===== config.mk =====
export PLATFORM = sky130hd
export DESIGN_NAME = uart_apb_ctrl
export DESIGN_NICKNAME = d
export VERILOG_FILES = /design/src/rtl/uart_apb_ctrl.sv
export SDC_FILE = /design/constraint.sdc
export NUM_CORES = 1
export LEC_CHECK = 0
export BUFFER_PORTS_ARGS = -buffer_cell sky130_fd_sc_hd__buf_2
export CORE_MARGIN = 5
export CORE_UTILIZATION = 51
export CTS_CLUSTER_DIAMETER = 120
export DETAILED_ROUTE_END_ITERATION = 10
export PLACE_DENSITY = 0.94
export SYNTH_ARGS = -nofsm -noshare
export SYNTH_HDL_FRONTEND = slang
export SYNTH_SLANG_ARGS = --single-unit

===== constraint.sdc =====
create_clock -name PCLK -period 2.71 [get_ports PCLK]
set_input_delay 0.271 -clock PCLK [delete_from_list [all_inputs] [get_ports PCLK]]
set_output_delay 0.271 -clock PCLK [all_outputs]
set_load 0.01 [all_outputs]

===== src/rtl/uart_apb_ctrl.sv =====
// Autonomous APB master for one CoreUARTapb: programs the baud/format registers once,
// then polls STATUS and moves bytes between the valid/ready streams and TX/RX data.
module uart_apb_ctrl #(
  parameter logic [12:0] BAUD_VALUE = 13'd26,
  parameter logic        PRG_BIT8   = 1'b1,
  parameter logic [1:0]  PRG_PARITY = 2'b00
) (
  input  logic       PCLK,
  input  logic       PRESET,
  output logic [4:0] PADDR,
  output logic       PSEL,
  output logic       PENABLE,
  output logic       PWRITE,
  output logic [7:0] PWDATA,
  input  logic [7:0] PRDATA,
  input  logic       PREADY,
  input  logic [7:0] tx_data,
  input  logic       tx_valid,
  output logic       tx_ready,
  output logic [7:0] rx_data,
  output logic       rx_valid,
  input  logic       rx_ready,
  output logic [2:0] err_status,
  input  logic       err_clr,
  output logic       cfg_done
);

  localparam logic [4:0] ADDR_TXDATA = 5'h00;
  localparam logic [4:0] ADDR_RXDATA = 5'h04;
  localparam logic [4:0] ADDR_CTRL1  = 5'h08;
  localparam logic [4:0] ADDR_CTRL2  = 5'h0C;
  localparam logic [4:0] ADDR_STATUS = 5'h10;

  localparam logic [7:0] CTRL1_VAL = BAUD_VALUE[7:0];
  localparam logic [7:0] CTRL2_VAL = {BAUD_VALUE[12:8], PRG_PARITY[1], PRG_PARITY[0], PRG_BIT8};

  typedef enum logic [2:0] {CFG1, CFG2, POLL, TXWR, RXRD} state_t;
  typedef enum logic [1:0] {PH_IDLE, PH_SETUP, PH_ACCESS} phase_t;

  state_t     state_q, state_d;
  phase_t     phase_q, phase_d;
  logic [7:0] tx_byte_q, tx_byte_d;
  logic [7:0] rx_data_q, rx_data_d;
  logic       rx_valid_q, rx_valid_d;
  logic [2:0] err_q, err_d;
  logic       cfg_done_q, cfg_done_d;
  logic       last_rx_q, last_rx_d;
  logic       tx_elig, rx_elig;

  always_ff @(posedge PCLK or posedge PRESET) begin
    if (PRESET) begin
      state_q    <= CFG1;
      phase_q    <= PH_IDLE;
      tx_byte_q  <= 8'h00;
      rx_data_q  <= 8'h00;
      rx_valid_q <= 1'b0;
      err_q      <= 3'b000;
      cfg_done_q <= 1'b0;
      last_rx_q  <= 1'b0;
    end else begin
      state_q    <= state_d;
      phase_q    <= phase_d;
      tx_byte_q  <= tx_byte_d;
      rx_data_q  <= rx_data_d;
      rx_valid_q <= rx_valid_d;
      err_q      <= err_d;
      cfg_done_q <= cfg_done_d;
      last_rx_q  <= last_rx_d;
    end
  end

  // Bus outputs decode from state and phase; PH_IDLE only exists right after reset,
  // which keeps every bus output low while PRESET is held.
  always_comb begin
    state_d    = state_q;
    phase_d    = phase_q;
    tx_byte_d  = tx_byte_q;
    rx_data_d  = rx_data_q;
    rx_valid_d = rx_valid_q;
    err_d      = err_q;
    cfg_done_d = cfg_done_q;
    last_rx_d  = last_rx_q;
    tx_elig    = 1'b0;
    rx_elig    = 1'b0;
    PSEL       = 1'b0;
    PENABLE    = 1'b0;
    PWRITE     = 1'b0;
    PADDR      = 5'h00;
    PWDATA     = 8'h00;
    tx_ready   = 1'b0;

    if (err_clr) err_d = 3'b000;
    if (rx_valid_q && rx_ready) rx_valid_d = 1'b0;

    if (phase_q != PH_IDLE) begin
      PSEL    = 1'b1;
      PENABLE = (phase_q == PH_ACCESS);
      case (state_q)
        CFG1: begin
          PADDR  = ADDR_CTRL1;
          PWRITE = 1'b1;
          PWDATA = CTRL1_VAL;
        end
        CFG2: begin
          PADDR  = ADDR_CTRL2;
          PWRITE = 1'b1;
          PWDATA = CTRL2_VAL;
        end
        POLL: PADDR = ADDR_STATUS;
        TXWR: begin
          PADDR    = ADDR_TXDATA;
          PWRITE   = 1'b1;
          tx_ready = (phase_q == PH_SETUP);
          PWDATA   = (phase_q == PH_SETUP) ? tx_data : tx_byte_q;
        end
        RXRD: PADDR = ADDR_RXDATA;
        default: PADDR = 5'h00;
      endcase
    end

    case (phase_q)
      PH_IDLE: phase_d = PH_SETUP;
      PH_SETUP: begin
        phase_d = PH_ACCESS;
        if (state_q == TXWR) tx_byte_d = tx_data;
      end
      PH_ACCESS: begin
        if (PREADY) begin
          phase_d = PH_SETUP;
          case (state_q)
            CFG1: state_d = CFG2;
            CFG2: begin
              cfg_done_d = 1'b1;
              state_d    = POLL;
            end
            // New error bits are ORed after the clear so a coincident err_clr loses.
            POLL: begin
              err_d   = err_d | {PRDATA[4], PRDATA[3], PRDATA[2]};
              tx_elig = PRDATA[0] & tx_valid;
              rx_elig = PRDATA[1] & ~rx_valid_q;
              if (tx_elig && rx_elig) state_d = last_rx_q ? TXWR : RXRD;
              else if (tx_elig)       state_d = TXWR;
              else if (rx_elig)       state_d = RXRD;
              else                    state_d = POLL;
            end
            TXWR: begin
              last_rx_d = 1'b0;
              state_d   = POLL;
            end
            RXRD: begin
              rx_data_d  = PRDATA;
              rx_valid_d = 1'b1;
              last_rx_d  = 1'b1;
              state_d    = POLL;
            end
            default: state_d = CFG1;
          endcase
        end
      end
      default: phase_d = PH_IDLE;
    endcase
  end

  assign rx_data    = rx_data_q;
  assign rx_valid   = rx_valid_q;
  assign err_status = err_q;
  assign cfg_done   = cfg_done_q;

endmodule


==> results.py, run 1 <==
metrics = {
    "run_status": {
        "status": "finished, final reports clean",
    },
    "drt": {
        "wl_per_cell_um": 15.27,
        "via_per_inst": 5.558,
        "routed-via-count": 1106,
        "post-route-drc-count": 0,
        "ant_nets": 0,
        "wirelength_um": 3039,
        "drt-pass1-iter-count": 4,
        "dr.first_iter.drc_count": 31,
    },
    "yosys": {
        "netlist.area_leader.share_pct": 49.82,
        "synth_top_cell_by_area": "dfrtp_1",
        "synthTopCellsByArea": "dfrtp_1 (50%), mux2_2 (12%), nand2_1 (3.3%)",
        "async_flop_share_pct": 100.0,
        "synth_cell_types": 36,
        "postSynthAreaPerCell_um2": 11.12,
        "synth_ff_type": "dfrtp_1",
        "synthCells": 122,
        "synth_most_common_cell": "dfrtp_1",
        "yosys-top-cells-count": "dfrtp_1 (27), mux2_2 (14), nand2_1 (12)",
        "synth_warnings": 0,
        "synth_edf_count": 0,
        "synth-seq-cells": 27,
        "seq_area_frac_synth_pct": 49.82,
        "netlist_area_um2": 1356,
    },
    "clock_tree": {
        "htreeDepth": 1,
        "numClockSinks": 27,
        "numCtsBuffers": 3,
        "clk_latency_ns": 0.32,
        "postCtsHoldBufs": 0,
        "cts_tree": "built",
        "clock-root-buffer": "clkbuf_4",
        "clockBufferDepth": 2,
        "cts_resized": 0,
        "cts_setup_buffers": 0,
        "clk_pin_slew_ns": 0.14,
    },
    "sta": {
        "relSlewSlack_pct": 35.61,
        "rsz0062_at_grt": "false",
        "timing.hold.ws_ns": 0.1395,
        "fmax_mhz": 477.5,
        "min_period_over_period_pct": 77.28,
        "hold_viol_final": 0,
        "fin_setup_tns_ns": 0,
        "worstMarginPinSlew_ns": 0.9648,
        "maxSlewViolCount": 0,
        "setup_viol": 0,
        "fin_skew_ns": 0.003637,
        "fin_crit_ns": 2.094,
    },
    "setup_path": {
        "cp_max_fo": 12,
        "critical_path_class": "flop to output pin",
        "max_stage_delay_ns": 0.58,
        "end_kind": "output pin",
        "critPathSlowestCell": "dfrtp_1",
        "crit_arrival_ns": 1.82,
        "start_kind": "flop",
        "path_cells": "nor2b_1 -> nand2_1 -> a21oi_1 -> o21a_1 -> buf_2",
        "r2r_cells": 4,
        "r2r_setup_slack_ns": 1.07,
        "required_ns": 2.44,
    },
    "cells_and_area": {
        "nets": 192,
        "diodes": 0,
        "syn_to_final_growth_pct": 19.10,
        "final_util_pct": 64.61,
        "drive_above_1_share_pct": 44.97,
    },
    "grt": {
        "grt_first_pass_wirelength_um": 5064,
        "antenna_found_initial": 0,
        "grt_max_degree": 28,
        "grt_overflow": 0,
        "grt.total_usage_pct": 17.82,
        "first_global_vias": 1129,
    },
    "placed_design": {
        "place_congestion": 0.9323,
        "post-dp-hpwl_um": 2421,
        "portBuffers": 49,
    },
    "pwr": {
        "total_leakage_power_nw": 0.8762,
        "ir_worst_vdd_uv": 701.9,
        "p_per_area_nw_per_um2": 964.5,
    },
    "floorplanning": {
        "ios": 52,
        "fp.dieW_um": 61.57,
        "core_region_area_um2": 2500,
        "rows": 18,
        "dieArea_um2": 3791,
        "die_y_um": 61.57,
        "start_util_pct": 54.25,
    },
    "run": {
        "maxCapViolCount": 0,
    },
    "min_path": {
        "hp-class": "primary input to asynchronous set/reset pin",
    },
}
[power by group]
| group | leakage, nW | total, mW | internal (mW) | switching, mW |
|---|---|---|---|---|
| combinational | 0.516 | 0.677 | 0.329 | 0.348 |
| sequential | 0.346 | 0.710 | 0.552 | 0.158 |
| clock | 0.0150 | 0.171 | 0.0577 | 0.114 |
[cell families after synthesis]
family          count (synthesis)  synth area share [%]
other cells                     1                0.2765
simple gates                   35                 14.95
flops                          27                 49.82
mux                            16                 13.84
xor+xnor                        1                0.6459
compound gates                 28                 14.58
buf+inv                        14                 5.904
[worst paths after layout]
check / startpoint / endpoint
max in group asynchronous: PRESET / state_q[0]
worst max-delay path: state_q[2] / PWDATA[1]
min in group PCLK: rx_ready / rx_valid
worst min register to register: cfg_done / cfg_done
worst min-delay path: PRESET / rx_data[4]
worst max register to register: phase_q[1] / rx_data[7]
[cell type report]
cell class / instances / area [µm²]
multi-input combinational: 82 / 604.3
timing repair buffer: 49 / 245.2
fill: 186 / 884.6
clock buffer: 4 / 26.28
sequential: 27 / 675.6
tap: 30 / 37.54
inverter: 7 / 26.28
[sequential cells by signal, indices dropped and copies added, names as in the netlist]
name and cells:
cfg_done 1, err_status 3, state_q 3, phase_q 2
last_rx_q 1, rx_valid 1, rx_data 8, tx_byte_q 8
[metrics by stage]
| step | setup slack (ns) | instances | power, mW | instance area [µm²] |
|---|---|---|---|---|
| 2_1_floorplan | 1.245 | 123 | 1.195 | 1360 |
| 3_3_place_gp | 1.136 | 195 | 1.345 | 1589 |
| 3_5_place_dp | 1.019 | 195 | 1.391 | 1589 |
| 4_1_cts | 0.6354 | 199 | 1.559 | 1615 |
| 5_1_grt | 0.4784 | 199 | 1.673 | 1615 |
| 6_report | 0.6156 | 199 | 1.558 | 1615 |
[critical path: cells and delay by family (launching register included)]
kind,cells,cell delay [ns]
compound gates,2,0.31
simple gates,2,0.49
flops,1,0.58
buf+inv,1,0.12
[layer usage]
metal,wire length (µm),part of all wire [%],track usage (%),up-vias
li1,-,-,-,518
met1,1216,40,22.83,541
met2,1612,53,31.39,42
met3,178,5.9,3.145,5
met4,31,1.0,3.939,0
met5,0,0,0,-
[layout by cell type, fill, tap and decap left out, types with 2 or more instances in the layout]
cell / count
inv_1: 7
clkbuf_4: 3
conb_1: 2
mux2_2: 14
nor2_1: 9
o21a_1: 3
nand2_1: 12
dfrtp_1: 27
a21oi_1: 5
o211ai_1: 2
o21ai_0: 3
buf_2: 49
a22oi_1: 4
mux2_4: 2
nor3_1: 3
a22o_1: 4
No activity file was read; power rests on OpenSTA's default activity.
==> run 2: changes to the inputs <==
Settings changed: CORE_UTILIZATION 51 to 48, PLACE_DENSITY 0.94 to 0.9.
Clock period 2.71 ns to 2 ns, I/O delays scaled along.
==> results.py, run 2 (synthesized netlist as in run 1, its figures left out) <==
metrics = {
    "placed_design": {
        "portBuffers": 49,
        "placed_cell_area_um2": 1598,
        "place_ws_ns": 0.3446,
        "place_congestion": 0.8350,
        "post-dp-hpwl_um": 2371,
        "dp.cells": 197,
    },
    "clock_tree": {
        "clk_pin_slew_ns": 0.14,
        "htreeDepth": 1,
        "clock-root-buffer": "clkbuf_4",
        "clk_latency_ns": 0.32,
        "numClockSinks": 27,
        "cts_tree": "built",
        "clockBufferDepth": 2,
        "numCtsBuffers": 3,
    },
    "grt": {
        "first_global_vias": 1154,
        "antenna_found_initial": 0,
        "grt_overflow": 0,
        "grt.total_usage_pct": 15.86,
        "grt_first_pass_wirelength_um": 5195,
        "grt_max_degree": 28,
    },
    "cells_and_area": {
        "finalInstanceArea_um2": 1645,
        "syn_to_final_growth_pct": 21.31,
        "nets": 194,
        "final_util_pct": 60.18,
        "n_fill_cell": 202,
        "mostFrequentLayoutCells": "buf_2 (49), dfrtp_1 (24), mux2_2 (14), nand2_1 (11), nor2_1 (8)",
        "diodes": 0,
        "multi_input_area_um2": 611.8,
        "final_common_cell": "buf_2",
        "ff_latch_area_um2": 679.4,
        "stdcell_count": 202,
        "drive_above_1_share_pct": 48.54,
    },
    "sta": {
        "fin_skew_ns": 0.005589,
        "setup_viol": 0,
        "fin_setup_tns_ns": 0,
        "min_period_over_period_pct": 93.48,
        "layout_setup_ws_ns": 0.1305,
        "fmax_mhz": 534.9,
        "fin_crit_ns": 1.870,
        "maxSlewViolCount": 0,
        "hold_viol_final": 0,
        "rsz0062_at_grt": "false",
        "timing.hold.ws_ns": 0.03803,
    },
    "min_path": {
        "worstHoldPathCells": 2,
        "hp-class": "primary input to flop",
    },
    "floorplanning": {
        "rows": 19,
        "fp.dieW_um": 63.16,
        "die_y_um": 63.16,
        "dieArea_um2": 3989,
        "ios": 52,
        "start_util_pct": 49.61,
        "core_region_area_um2": 2734,
    },
    "pwr": {
        "p_switching_mw": 0.8276,
        "p_seq_share_pct": 45.9,
        "fin_total_pwr_mw": 2.112,
        "p_per_area_nw_per_um2": 1284,
        "swShare_pct": 39.19,
        "total_leakage_power_nw": 0.8816,
        "cell_internal_pwr_mw": 1.284,
        "clockPowerShare_pct": 10.8,
        "ir_worst_vdd_uv": 927.4,
        "share_comb_of_total_power_pct": 43.3,
    },
    "drt": {
        "routed-via-count": 1098,
        "wirelength_um": 3013,
        "via_per_inst": 5.436,
        "wl_per_cell_um": 14.92,
        "post-route-drc-count": 0,
        "dr.first_iter.drc_count": 16,
        "drt-pass1-iter-count": 4,
        "ant_nets": 0,
    },
    "setup_path": {
        "crit_arrival_ns": 1.67,
        "critical_path_class": "flop to output pin",
        "r2r_cells": 3,
        "end_kind": "output pin",
        "required_ns": 1.80,
        "cp_max_fo": 10,
        "start_kind": "flop",
    },
    "run": {
        "maxCapViolCount": 0,
    },
    "run_status": {
        "status": "finished, final reports clean",
    },
}
run 2: repair_timing:
| action | CTS | global route |
|---|---|---|
| endpoints found under the setup margin | 3 | 7 |
| hold endpoints to repair | 27 | 0 |
| buffers inserted | 0 | 0 |
| gates resized for setup | 1 | 5 |
| hold buffers | 1 | 0 |
run 2: area by class of cell:
cell class,instances,share of cell area [%]
Inverter,7,1.597
Clock buffer,4,1.597
Sequential cell,27,41.29
Tap cell,31,2.357
Multi-Input combinational cell,82,37.19
Timing Repair Buffer,51,15.97
run 2: metal layers:
| metal | routed length, µm | track usage [%] | vias to the layer above |
|---|---|---|---|
| met5 | 0 | 0 | - |
| li1 | - | - | 528 |
| met4 | 61 | 7.692 | 0 |
| met1 | 1219 | 20.20 | 516 |
| met3 | 202 | 3.020 | 6 |
| met2 | 1529 | 25.64 | 48 |
run 2: critical path, cell delays in order, from the launching register on:
cell and delay [ns]:
dfrtp_1 0.56, nand2_1 0.16, nor3_4 0.41, buf_2 0.22
run 2: worst paths after layout:
path / start / endpoint / slack [ns]
worst max-delay path: state_q[1] / tx_ready / 0.13
worst min-delay path: rx_ready / rx_valid / 0.04
worst max register to register: state_q[1] / tx_byte_q[1] / 0.38
worst min register to register: cfg_done / cfg_done / 0.48
max in group asynchronous: PRESET / phase_q[1] / 1.26
min in group asynchronous: PRESET / tx_byte_q[6] / 0.46
run 2: power groups by stage:
stage          logic, mW  registers (mW)  clock network, mW
2_1_floorplan      0.720           0.899                  0
3_3_place_gp       0.882           0.945                  0
3_5_place_dp       0.914           0.967                  0
4_1_cts            0.917           0.958              0.234
5_1_grt             1.01            1.00              0.253
6_report           0.914           0.969              0.228
